### src/rtl/psg_pkg.sv
// Shared register map, LFSR constants and width helpers for the
// psg_multichannel sound generator and its tone channels.
package psg_pkg;

  localparam logic [1:0] REG_PER_LO  = 2'd0;
  localparam logic [1:0] REG_PER_HI  = 2'd1;
  localparam logic [1:0] REG_VOL     = 2'd2;
  localparam logic [1:0] REG_CTRL    = 2'd3;

  localparam logic [1:0] GREG_NOISE  = 2'd0;
  localparam logic [1:0] GREG_MASTER = 2'd1;
  localparam logic [1:0] GREG_NDIV   = 2'd2;
  localparam logic [1:0] GREG_VIB    = 2'd3;

  localparam logic [15:0] LFSR_SEED  = 16'hACE1;
  // Galois taps 16,14,13,11 for a right-shifting register
  localparam logic [15:0] LFSR_TAPS  = 16'hB400;

  function automatic int clog2(input int v);
    int r = 0;
    while ((1 << r) < v) r++;
    return r;
  endfunction

  function automatic int chWidth(input int numCh);
    return clog2(numCh + 1);
  endfunction

  function automatic int mixWidth(input int numCh);
    return 4 + clog2(numCh + 2);
  endfunction

  function automatic logic [15:0] lfsrStep(input logic [15:0] s);
    return {1'b0, s[15:1]} ^ (s[0] ? LFSR_TAPS : 16'h0000);
  endfunction

endpackage

### src/rtl/psg_multichannel_if.sv
// Strobe/address/data register write bus into psg_multichannel.
interface psg_multichannel_if #(
  parameter int ADDR_W = 4
);
  logic              write_strobe;
  logic [ADDR_W-1:0] address;
  logic [7:0]        data;

  modport master (output write_strobe, address, data);
  modport slave  (input  write_strobe, address, data);
endinterface

### src/rtl/psg_tone_ch.sv
// One square-wave tone channel: shadowed period register, volume/enable
// and the half-period counter that toggles the wave.
module psg_tone_ch #(
  parameter int PERIOD_W = 12
) (
  input  logic                clk,
  input  logic                rst,
  input  logic                weLo,
  input  logic                weHi,
  input  logic                weVol,
  input  logic [7:0]          data,
  input  logic [PERIOD_W-1:0] perOffset,
  output logic                wave,
  output logic [3:0]          vol,
  output logic                en
);

  logic [7:0]          perShadow;
  logic [PERIOD_W-1:0] perLive;
  logic [PERIOD_W-1:0] perEff;
  logic [PERIOD_W-1:0] cnt;

  assign perEff = perLive + perOffset;

  // The low byte waits in the shadow so the high write commits both halves at once
  always_ff @(posedge clk or negedge rst) begin
    if (!rst) begin
      perShadow <= '0;
      perLive   <= '0;
      vol       <= '0;
      en        <= 1'b0;
    end else begin
      if (weLo)  perShadow <= data;
      if (weHi)  perLive   <= {data[PERIOD_W-9:0], perShadow};
      if (weVol) begin
        vol <= data[3:0];
        en  <= data[7];
      end
    end
  end

  // >= rather than == so a period lowered under the count wraps immediately
  always_ff @(posedge clk or negedge rst) begin
    if (!rst) begin
      cnt  <= '0;
      wave <= 1'b0;
    end else if (!en || perEff == '0) begin
      cnt  <= '0;
      wave <= 1'b0;
    end else if (cnt >= perEff - PERIOD_W'(1)) begin
      cnt  <= '0;
      wave <= ~wave;
    end else begin
      cnt <= cnt + PERIOD_W'(1);
    end
  end

endmodule

### src/rtl/psg_multichannel.sv
// Multichannel PSG: NUM_CH tone channels + LFSR noise, mixed and PWM-rendered.
// Optional triangle vibrato on channel 0 when PSG_VIBRATO_EN is defined.
module psg_multichannel
  import psg_pkg::*;
#(
  parameter  int NUM_CH      = 3,
  parameter  int PERIOD_W    = 12,
  parameter  int PWM_W       = 8,
  parameter  int NOISE_DIV_W = 8,
  localparam int CH_W        = chWidth(NUM_CH),
  localparam int ADDR_W      = CH_W + 2,
  localparam int MIX_W       = mixWidth(NUM_CH)
) (
  input  logic               clk,
  input  logic               rst,
  psg_multichannel_if.slave  bus,
  output logic               signal_out,
  output logic [MIX_W-1:0]   mix_level,
  output logic [NUM_CH-1:0]  wave_o,
  output logic               noise_o
);

  logic [CH_W-1:0]        bank;
  logic [1:0]             regSel;
  logic                   globalWe;

  logic [3:0]             chVol [NUM_CH];
  logic [NUM_CH-1:0]      chEn;
  logic [PERIOD_W-1:0]    vibOffset;

  logic [3:0]             nVol;
  logic                   nEn;
  logic                   masterEn;
  logic [NOISE_DIV_W-1:0] nDiv;
  logic [NOISE_DIV_W-1:0] divCnt;
  logic [15:0]            lfsr;

  logic [MIX_W-1:0]       mixSum;
  logic [MIX_W-1:0]       mixLevel_p1;
  logic [PWM_W-1:0]       pwmCnt;
  logic [PWM_W-1:0]       duty_p2;
  logic                   sig_p2;

  assign bank     = bus.address[ADDR_W-1:2];
  assign regSel   = bus.address[1:0];
  assign globalWe = bus.write_strobe && (bank == CH_W'(NUM_CH));

  for (genvar c = 0; c < NUM_CH; c++) begin : g_ch
    logic chWe;
    assign chWe = bus.write_strobe && (bank == CH_W'(c));

    psg_tone_ch #(.PERIOD_W(PERIOD_W)) uCh (
      .clk       (clk),
      .rst       (rst),
      .weLo      (chWe && regSel == REG_PER_LO),
      .weHi      (chWe && regSel == REG_PER_HI),
      .weVol     (chWe && regSel == REG_VOL),
      .data      (bus.data),
      .perOffset ((c == 0) ? vibOffset : {PERIOD_W{1'b0}}),
      .wave      (wave_o[c]),
      .vol       (chVol[c]),
      .en        (chEn[c])
    );
  end

  always_ff @(posedge clk or negedge rst) begin
    if (!rst) begin
      nVol     <= '0;
      nEn      <= 1'b0;
      masterEn <= 1'b0;
      nDiv     <= '0;
    end else if (globalWe) begin
      case (regSel)
        GREG_NOISE: begin
          nVol <= bus.data[3:0];
          nEn  <= bus.data[7];
        end
        GREG_MASTER: masterEn <= bus.data[0];
        GREG_NDIV:   nDiv     <= NOISE_DIV_W'(bus.data);
        default: ;
      endcase
    end
  end

`ifdef PSG_VIBRATO_EN
  logic [3:0]  vibDepth;
  logic [3:0]  vibSpeed;
  logic [18:0] lfoDiv;
  logic [18:0] lfoLimit;
  logic [3:0]  lfo;
  logic        lfoUp;

  // speed 15 shifts to 2^19, which wraps to zero so the limit becomes all-ones
  assign lfoLimit  = (19'd1 << (5'(vibSpeed) + 5'd4)) - 19'd1;
  assign vibOffset = {{(PERIOD_W-4){1'b0}}, lfo};

  always_ff @(posedge clk or negedge rst) begin
    if (!rst) begin
      vibDepth <= '0;
      vibSpeed <= '0;
    end else if (globalWe && regSel == GREG_VIB) begin
      vibDepth <= bus.data[3:0];
      vibSpeed <= bus.data[7:4];
    end
  end

  // Triangle: climb to depth, turn around, descend to zero, turn around
  always_ff @(posedge clk or negedge rst) begin
    if (!rst) begin
      lfoDiv <= '0;
      lfo    <= '0;
      lfoUp  <= 1'b1;
    end else if (lfoDiv == lfoLimit) begin
      lfoDiv <= '0;
      if (lfoUp) begin
        if (lfo < vibDepth) begin
          lfo <= lfo + 4'd1;
        end else begin
          lfoUp <= 1'b0;
          if (lfo != 4'd0) lfo <= lfo - 4'd1;
        end
      end else begin
        if (lfo != 4'd0) begin
          lfo <= lfo - 4'd1;
        end else begin
          lfoUp <= 1'b1;
          if (vibDepth != 4'd0) lfo <= lfo + 4'd1;
        end
      end
    end else begin
      lfoDiv <= lfoDiv + 19'd1;
    end
  end
`else
  assign vibOffset = '0;
`endif

  // Noise: divider gates one LFSR step per (nDiv+1) cycles; disabled freezes it
  always_ff @(posedge clk or negedge rst) begin
    if (!rst) begin
      divCnt <= '0;
      lfsr   <= LFSR_SEED;
    end else if (!nEn) begin
      divCnt <= '0;
    end else if (divCnt == nDiv) begin
      divCnt <= '0;
      lfsr   <= lfsrStep(lfsr);
    end else begin
      divCnt <= divCnt + NOISE_DIV_W'(1);
    end
  end

  always_comb begin
    mixSum = '0;
    for (int c = 0; c < NUM_CH; c++) begin
      if (wave_o[c] && chEn[c]) mixSum = mixSum + MIX_W'(chVol[c]);
    end
    if (lfsr[0] && nEn) mixSum = mixSum + MIX_W'(nVol);
  end

  // Stage p1: registered mixer sum
  always_ff @(posedge clk or negedge rst) begin
    if (!rst) mixLevel_p1 <= '0;
    else      mixLevel_p1 <= masterEn ? mixSum : '0;
  end

  // Stage p2: duty only reloads at the period boundary, so no mid-period glitch
  always_ff @(posedge clk or negedge rst) begin
    if (!rst) begin
      pwmCnt  <= '0;
      duty_p2 <= '0;
      sig_p2  <= 1'b0;
    end else begin
      pwmCnt <= pwmCnt + PWM_W'(1);
      if (&pwmCnt) duty_p2 <= PWM_W'(mixLevel_p1) << (PWM_W - MIX_W);
      sig_p2 <= (pwmCnt < duty_p2);
    end
  end

  assign mix_level  = mixLevel_p1;
  assign signal_out = sig_p2;
  assign noise_o    = lfsr[0];

endmodule

### src/flat_wrapper.sv
// flat-port wrapper written by rule: the top's interface ports become plain ports
module psg_multichannel_flat import psg_pkg::*;
#(
  parameter  int NUM_CH      = 3,
  parameter  int PERIOD_W    = 12,
  parameter  int PWM_W       = 8,
  parameter  int NOISE_DIV_W = 8,
  localparam int CH_W        = chWidth(NUM_CH),
  localparam int ADDR_W      = CH_W + 2,
  localparam int MIX_W       = mixWidth(NUM_CH)
)
  (clk, rst, signal_out, mix_level, wave_o, noise_o, bus_write_strobe, bus_address, bus_data);
  psg_multichannel_if #(.ADDR_W((4))) bus_i ();
  input  logic clk;
  input  logic rst;
  output logic signal_out;
  output logic [MIX_W-1:0] mix_level;
  output logic [NUM_CH-1:0] wave_o;
  output logic noise_o;
  input wire logic [$bits(bus_i.write_strobe)-1:0] bus_write_strobe;
  input wire logic [$bits(bus_i.address)-1:0] bus_address;
  input wire logic [$bits(bus_i.data)-1:0] bus_data;
  assign bus_i.write_strobe = bus_write_strobe;
  assign bus_i.address = bus_address;
  assign bus_i.data = bus_data;
  psg_multichannel #(.NUM_CH(NUM_CH), .PERIOD_W(PERIOD_W), .PWM_W(PWM_W), .NOISE_DIV_W(NOISE_DIV_W)) u_core (.clk(clk), .rst(rst), .bus(bus_i), .signal_out(signal_out), .mix_level(mix_level), .wave_o(wave_o), .noise_o(noise_o));
endmodule
### config.mk
export PLATFORM = sky130hd
export DESIGN_NAME = psg_multichannel_flat
export DESIGN_NICKNAME = d
export VERILOG_FILES = /design/src/rtl/psg_pkg.sv /design/src/rtl/psg_multichannel_if.sv /design/src/rtl/psg_tone_ch.sv /design/src/rtl/psg_multichannel.sv /design/src/flat_wrapper.sv
export SDC_FILE = /design/constraint.sdc
export NUM_CORES = 1
export LEC_CHECK = 0
export CAP_MARGIN = 40
export CORE_UTILIZATION = 55
export DETAILED_ROUTE_END_ITERATION = 8
export PLACE_DENSITY = 0.75
export SKIP_LAST_GASP = 1
export SLEW_MARGIN = 20
export SYNTH_ARGS = -nofsm -noshare
export SYNTH_HDL_FRONTEND = slang
export SYNTH_HIERARCHICAL = 1
export SYNTH_SLANG_ARGS = --single-unit
### constraint.sdc
create_clock -name clk -period 3.4 [get_ports clk]
set_input_delay 0.51 -clock clk [delete_from_list [all_inputs] [get_ports clk]]
set_output_delay 0.51 -clock clk [all_outputs]
set_load 0.01 [all_outputs]
# Yosys cells after proc, flatten, opt, wreduce, memory -nomap -nowiden
# Index checks and enable logic that the tools add are counted.
# totals
ff_bits	175
out_inout_bits	12
wordCells	109
# op_classes
n_addsub	11
order_cmp	4
eq_ne	6
muxes	20
bitwise	4
reduce_logical	36
# ops
operator	count
2-to-1 mux 12 bit	6
adder 12 x 1 -> 12 bit, second input constant	3
greater-or-equal comparator 12 bit	3
zero test 12 bit	3
subtractor 12 x 1 -> 12 bit, second input constant	3
2-to-1 mux 7 bit	4
logical AND 1 bit	17
adder 8 x 1 -> 8 bit, second input constant	2
2-to-1 mux 16 bit	1
2-to-1 mux 8 bit	2
bitwise XOR 15 x 16 -> 16 bit	1
adder 7 x 4 -> 7 bit	2
equality test 8 bit	1
less-than comparator 8 bit	1
AND reduction 2 bit	4
AND reduction 8 bit	1
equality test 2 bit, second input constant	3
2-to-1 mux 1 bit	6
nonzero test 2 bit	3
adder 4 x 4 -> 5 bit	1
equality test 2 x 1 -> 1 bit, second input constant	2
zero test 2 bit	2
2-to-1 mux 4 bit	1
zero test 1 bit	3
other kinds (2)	6

# Logic depth before layout (Yosys ltp)
# logic_depth
word_depth	9
mapped_depth	19

# Hierarchy
# The synthesis kept the hierarchy.
# modules_own_cells
mod	n_inst	cells_each	area_each_um2
psg_tone_ch at u_core.g_ch[1].uCh ...	2	276	2775.2
psg_multichannel	1	305	3355.7
psg_tone_ch at u_core.g_ch[0].uCh	1	256	2647.5

# Worst setup path after synthesis
# No wires, ideal clock.
# synth_timing
path_type	reg-to-reg
startpoint	register u_core.g_ch[0].uCh.wave
endpoint	register u_core.mixLevel_p1[4], in the netlist u_core/mix_level[4]
arrival_time_ns	3.382
slack_ns	-0.101
path_stages_with_launch	20
path_buffers	0
cell_sequence	dfrtp_1 -> and3_1 -> ha_1 -> inv_1 -> fa_1 -> xor2_1 -> nor2_1 -> xnor2_1 -> ha_1 -> inv_1 -> o21bai_1 -> xor2_1 -> o21ai_1 -> o21ai_0 -> ha_1 -> o211ai_1 -> a21oi_1 -> xnor2_1 -> xnor2_1 -> and2_1
# synth_between
elab_chain_cells	9
# synth_rtl
element	line	text
from (decl)	psg_tone_ch.sv:13	output logic wave,
from (signal assigned)	psg_tone_ch.sv:52	wave <= ~wave;
logical AND 1 bit (*)	psg_multichannel.sv:156	if (wave_o[c] && chEn[c]) mixSum = mixSum + MIX_W'(chVol[c]);
2-to-1 mux 4 bit (*)	psg_multichannel.sv:156	
adder 4 x 4 -> 5 bit	psg_multichannel.sv:156	
2-to-1 mux 7 bit (*)	psg_multichannel.sv:156	
adder 7 x 4 -> 7 bit	psg_multichannel.sv:156	
2-to-1 mux 7 bit (*)	psg_multichannel.sv:156	
adder 7 x 4 -> 7 bit	psg_multichannel.sv:158	if (lfsr[0] && nEn) mixSum = mixSum + MIX_W'(nVol);
2-to-1 mux 7 bit (*)	psg_multichannel.sv:158	
2-to-1 mux 7 bit (*)	psg_multichannel.sv:164	else mixLevel_p1 <= masterEn ? mixSum : '0;
to (signal assigned)	psg_multichannel.sv:164	
to (decl)	psg_multichannel.sv:39	logic [MIX_W-1:0] mixLevel_p1;
# Mark *: on every way between the ends. The rest lies on a longest branch, timed or not.
# A chain may end at the register's enable or synchronous reset.

# Worst setup path after layout
# layout_timing
startpoint	register u_core.g_ch[0].uCh.en
endpoint	register u_core.mixLevel_p1[4], in the netlist u_core/mix_level[4]
# layout_between
elab_chain_cells	9
# layout_rtl
element	line	text
from (decl)	psg_tone_ch.sv:15	output logic en
from (signal assigned)	psg_tone_ch.sv:37	en <= data[7];
logical AND 1 bit (*)	psg_multichannel.sv:156	
2-to-1 mux 4 bit (*)	psg_multichannel.sv:156	
adder 4 x 4 -> 5 bit	psg_multichannel.sv:156	
2-to-1 mux 7 bit (*)	psg_multichannel.sv:156	
adder 7 x 4 -> 7 bit	psg_multichannel.sv:156	
2-to-1 mux 7 bit (*)	psg_multichannel.sv:156	
adder 7 x 4 -> 7 bit	psg_multichannel.sv:158	
2-to-1 mux 7 bit (*)	psg_multichannel.sv:158	
2-to-1 mux 7 bit (*)	psg_multichannel.sv:164	
# Marks and branches as above.

==> results.txt <==
The total detailed-routing wirelength is 24300 um. The number of buffers created by CTS came out at 17. For this run, asynchronously set or reset flops after synthesis account for 100%.

The number of buffers and inverters on the critical path came out at 2. The finished layout holds 1523 standard cells, fillers aside. The met1 usage in global routing came out at between 30% and 40%. The final count of pins violating max slew came to 0. The number of antenna diodes came out at 0. For this block, the initial DRC count from the detailed router was just under 400. The power per unit of standard cell area is ~570 mW/mm^2. Yosys instantiated no cell more often than dfrtp_1. The clock latency reported for the late side of the worst-skew pair came out at approximately 0.43 ns.

The port buffer count is 26. The horizontal die dimension came out at 147 um. The final reports fail on negative setup slack. Counting along the longest clock path gives a buffer depth of 2.

The count of distinct cell types in the synthesized netlist is a little under 80. Global routing used a little under a quarter of the available tracks. The kind of critical path is flip-flop to flip-flop.

Detailed routing inserted a total of slightly below 9k vias. The number of synthesized register bits came out at 175. The time the worst path needs with I/O delays and setup came out at 3.52 ns.

The final net count is roughly 1.4k. The worst-case setup margin in the final layout is -0.124 ns. The highest fanout seen on the critical path is 3. The global-route track usage on met2 is a little under two fifths. The area of the die came out at about 0.022 mm^2. Setup violations remaining at the end of the flow were counted as 3. The leakage power total is ~6.2 nW. By count the netlist is led by dfrtp_1 (167), ha_1 (97), nor2_1 (88), mux2_2 (79). Routability-driven placement finished with a final weighted congestion of ~0.86. The largest total area in the synthesized netlist belongs to dfrtp_1.

The CTS sink count is approximately 180. STA classifies the critical path startpoint as a flip-flop. Among cell families on the critical path, the largest total delay comes from adder cells. Traced cell by cell, the critical path runs through and3_4, ha_4, inv_2, fa_2, mux2i_4, buf_4, fa_1, xor2_1, mux2_2, ha_4, nor2_1, a21oi_2, xnor2_1, xnor2_1, and2_1. The required time of the critical path came out at about 3.7 ns. Data on the critical path arrives at its endpoint at about 3.8 ns. The total placed instance area came out at between 0.01 and 0.015 mm^2. Including well taps, the total number of placed cells is 1467. The post-synth design cell area is 0.0116 mm^2.

The sequential element share of the synthesized area is between 30% and 40%. The root cell of the clock tree is clkbuf_16. The number of fill cells came out at ~1.5k. The first-pass detailed-route iteration total came out at 5. The wire-length estimate of the detail-placed layout is 17000 um.

The routing layer with the top usage in global route is met2. The number of enable-type register cells in the synthesized netlist came out at 0. After detailed routing, the average wire length per cell comes to approximately 16 um. The peak per-stage delay on the critical path came out at ~0.55 ns. The number of hold-slack violations in the final timing report came out at 0. The region available for standard cell placement spans 0.0204 mm^2. For the final database, setup skew stands at slightly below 0.01 ns. Counting every instance in the synthesized netlist gives ~1.1k. Setup repair after global routing could not meet its margin everywhere.

Timing would allow up to 284 MHz. The class of the most critical hold timing path is input pin to asynchronous set/reset pin. The maximum number of pins on one net before global-route repair came out at 71. The worst slew slack as a fraction of its limit came out at between 40% and 50%. The ratio of cells with drive above 1 in the final layout came out at around a quarter. The detail route stage leaves a number of antenna-violating nets equal to 0. The number of global-route vias before repair is slightly above 8k. The final total power is between 7 and 8 mW.

The flow ran to the end, but the final reports show violations. The per-cell via count in the routed design is ~5.7. Among all stages on the critical path, the largest delay is contributed by fa_2.

Across the VDD grid, the largest voltage drop is about 0.38 mV. Dividing the final minimum period by the clock period gives 104%. The first global-routing pass estimated 39900 um of wire.

The slew at the pin with the worst max-slew slack is just over 0.8 ns. The average cell area after synthesis came out at roughly 10 um^2. The initial core utilization is a little under three fifths. The number of DRC violations after detailed routing is 0. The area growth from synthesis to final layout is 19.8%. The placement row count came out at 52. Yosys attributes the largest share of cell area to dfrtp_1 (36%), ha_1 (11%), mux2_2 (7.7%). The worst setup path is captured at a flip-flop.

The total of warnings raised by yosys is 6. Max-cap violations in this run came to 0. The total grt overflow is 0. 27 I/O pins were placed. TritonCTS built the clock tree. The global routing usage on met3 is 3.91%. The H-tree depth reported by CTS is 4. The number of antenna violations at the first check in global routing came to 0. The final cell area excluding filler cells came out at about 0.014 mm^2. Among all flip-flop cells after synthesis, the most frequent one is dfrtp_1. The synthesized design devotes to its leading area cell type about 36% of total area. The register clock-pin slew on the reported worst setup and hold paths came out at 0.07 ns.

From bottom edge to top edge, the die measures 147 um.
[per-stage QoR]
step,hold WS [ns],setup WS (ns),TNS (ns),utilization (%)
floorplan,0.214,-0.0890,-0.0953,-
global placement,0.462,-0.119,-0.165,61.5
detailed placement,0.463,-0.206,-0.588,61.5
CTS,0.115,-0.0593,-0.0593,64.9
global route,0.143,-0.335,-2.02,67.7
finish,0.0961,-0.124,-0.240,67.7
[power breakdown]
group	internal [mW]	switching (mW)
combinational	1.56	1.76
sequential	2.38	0.269
clock	1.04	0.862
[path summary, 6_finish.rpt]
| path | startpoint | end | slack, ns | cells after the start |
|---|---|---|---|---|
| max | u_core/g_ch[0].uCh/en$_DFFE_PN0P_ | u_core/mix_level[4]$_DFF_PN0_ | -0.12 | 15 |
| min reg2reg | u_core/pwmCnt[0]$_DFF_PN0_ | u_core/pwmCnt[0]$_DFF_PN0_ | 0.48 | 1 |
| min | rst | u_core/g_ch[2].uCh/cnt[8]$_DFF_PN0_ | 0.1 | 1 |
| max reg2reg | u_core/g_ch[0].uCh/en$_DFFE_PN0P_ | u_core/mix_level[4]$_DFF_PN0_ | -0.12 | 15 |
| min in group clk | u_core/pwmCnt[0]$_DFF_PN0_ | u_core/pwmCnt[0]$_DFF_PN0_ | 0.48 | 1 |
| max in group asynchronous | rst | u_core/lfsr[13]$_DFFE_PN1P_ | 2.43 | 2 |
[final cells by class]
type / instances / area, um^2 / share of cell area (%)
Timing Repair Buffer: 108 / 950 / 6.86
Sequential cell: 175 / 4390 / 31.7
Clock inverter: 13 / 130 / 0.940
Tap cell: 270 / 338 / 2.44
Inverter: 40 / 150 / 1.08
Multi-Input combinational cell: 898 / 7440 / 53.8
Clock buffer: 19 / 443 / 3.20
[worst reg2reg max path, stage by stage (launching register included)]
cell,delay (ns)
dfrtp_1,0.38
and3_4,0.21
ha_4,0.13
inv_2,0.04
fa_2,0.55
mux2i_4,0.08
buf_4,0.15
fa_1,0.43
xor2_1,0.19
mux2_2,0.31
ha_4,0.17
nor2_1,0.24
a21oi_2,0.11
xnor2_1,0.15
xnor2_1,0.13
and2_1,0.15
[registers in the layout, indices dropped and copies added (netlist names), 7 cells and up]
name,cells
u_core/g_ch.uCh/vol,12
u_core/mix_level,7
u_core/g_ch.uCh/perShadow,24
u_core/pwmCnt,8
u_core/nDiv,8
u_core/g_ch.uCh/perLive,36
u_core/g_ch.uCh/cnt,36
u_core/lfsr,16
u_core/duty_p2,7
u_core/divCnt,8
[cells by family (layout without fill, tap and decap cells)]
kind of cell | count (synthesis) | count (layout) | synth area share (%)
mux | 114 | 114 | 11.4
compound gates | 178 | 178 | 11.1
buf+inv | 78 | 180 | 3.08
xor+xnor | 121 | 121 | 9.17
flops | 175 | 175 | 38.0
other cells | 1 | 39 | 0.0325
fa+ha+maj | 103 | 103 | 11.5
simple gates | 343 | 343 | 15.7
[repair_timing]
| action | 4_1_cts | 5_1_grt |
|---|---|---|
| setup endpoints to repair | 15 | 43 |
| pin swaps | 16 | 32 |
| cloned | 0 | 2 |
| hold buffers | 0 | 0 |
| buffers inserted | 2 | 20 |
| gates resized for setup | 17 | 76 |
| hold endpoints to repair | 0 | 0 |
[metal layers]
layer,vias to the layer above,part of all wire [%]
met3,13,2.7
met1,4305,47
met4,0,0.69
li1,4231,-
met5,-,0
met2,121,50
[cells in the final DEF (no fill, tap or decap), drive strengths merged, types with 9 or more instances in the layout]
cell / Yosys / routed
mux2: 108 / 108
inv: 40 / 45
buf: 20 / 81
a211oi: 20 / 20
nand2: 67 / 67
dfrtp: 167 / 167
a21oi: 45 / 45
xor2: 53 / 53
ha: 97 / 97
nor3: 24 / 24
nor4: 14 / 14
a21o: 17 / 17
conb: 1 / 39
nor2: 88 / 88
nand3: 69 / 69
o21ai: 32 / 32
clkbuf: 18 / 20
xnor2: 68 / 68
and3: 16 / 16
nand4: 16 / 16
clkdlybuf4s50: 0 / 25
nand2b: 9 / 9
Note: power is estimated with default switching activity, not from simulation.
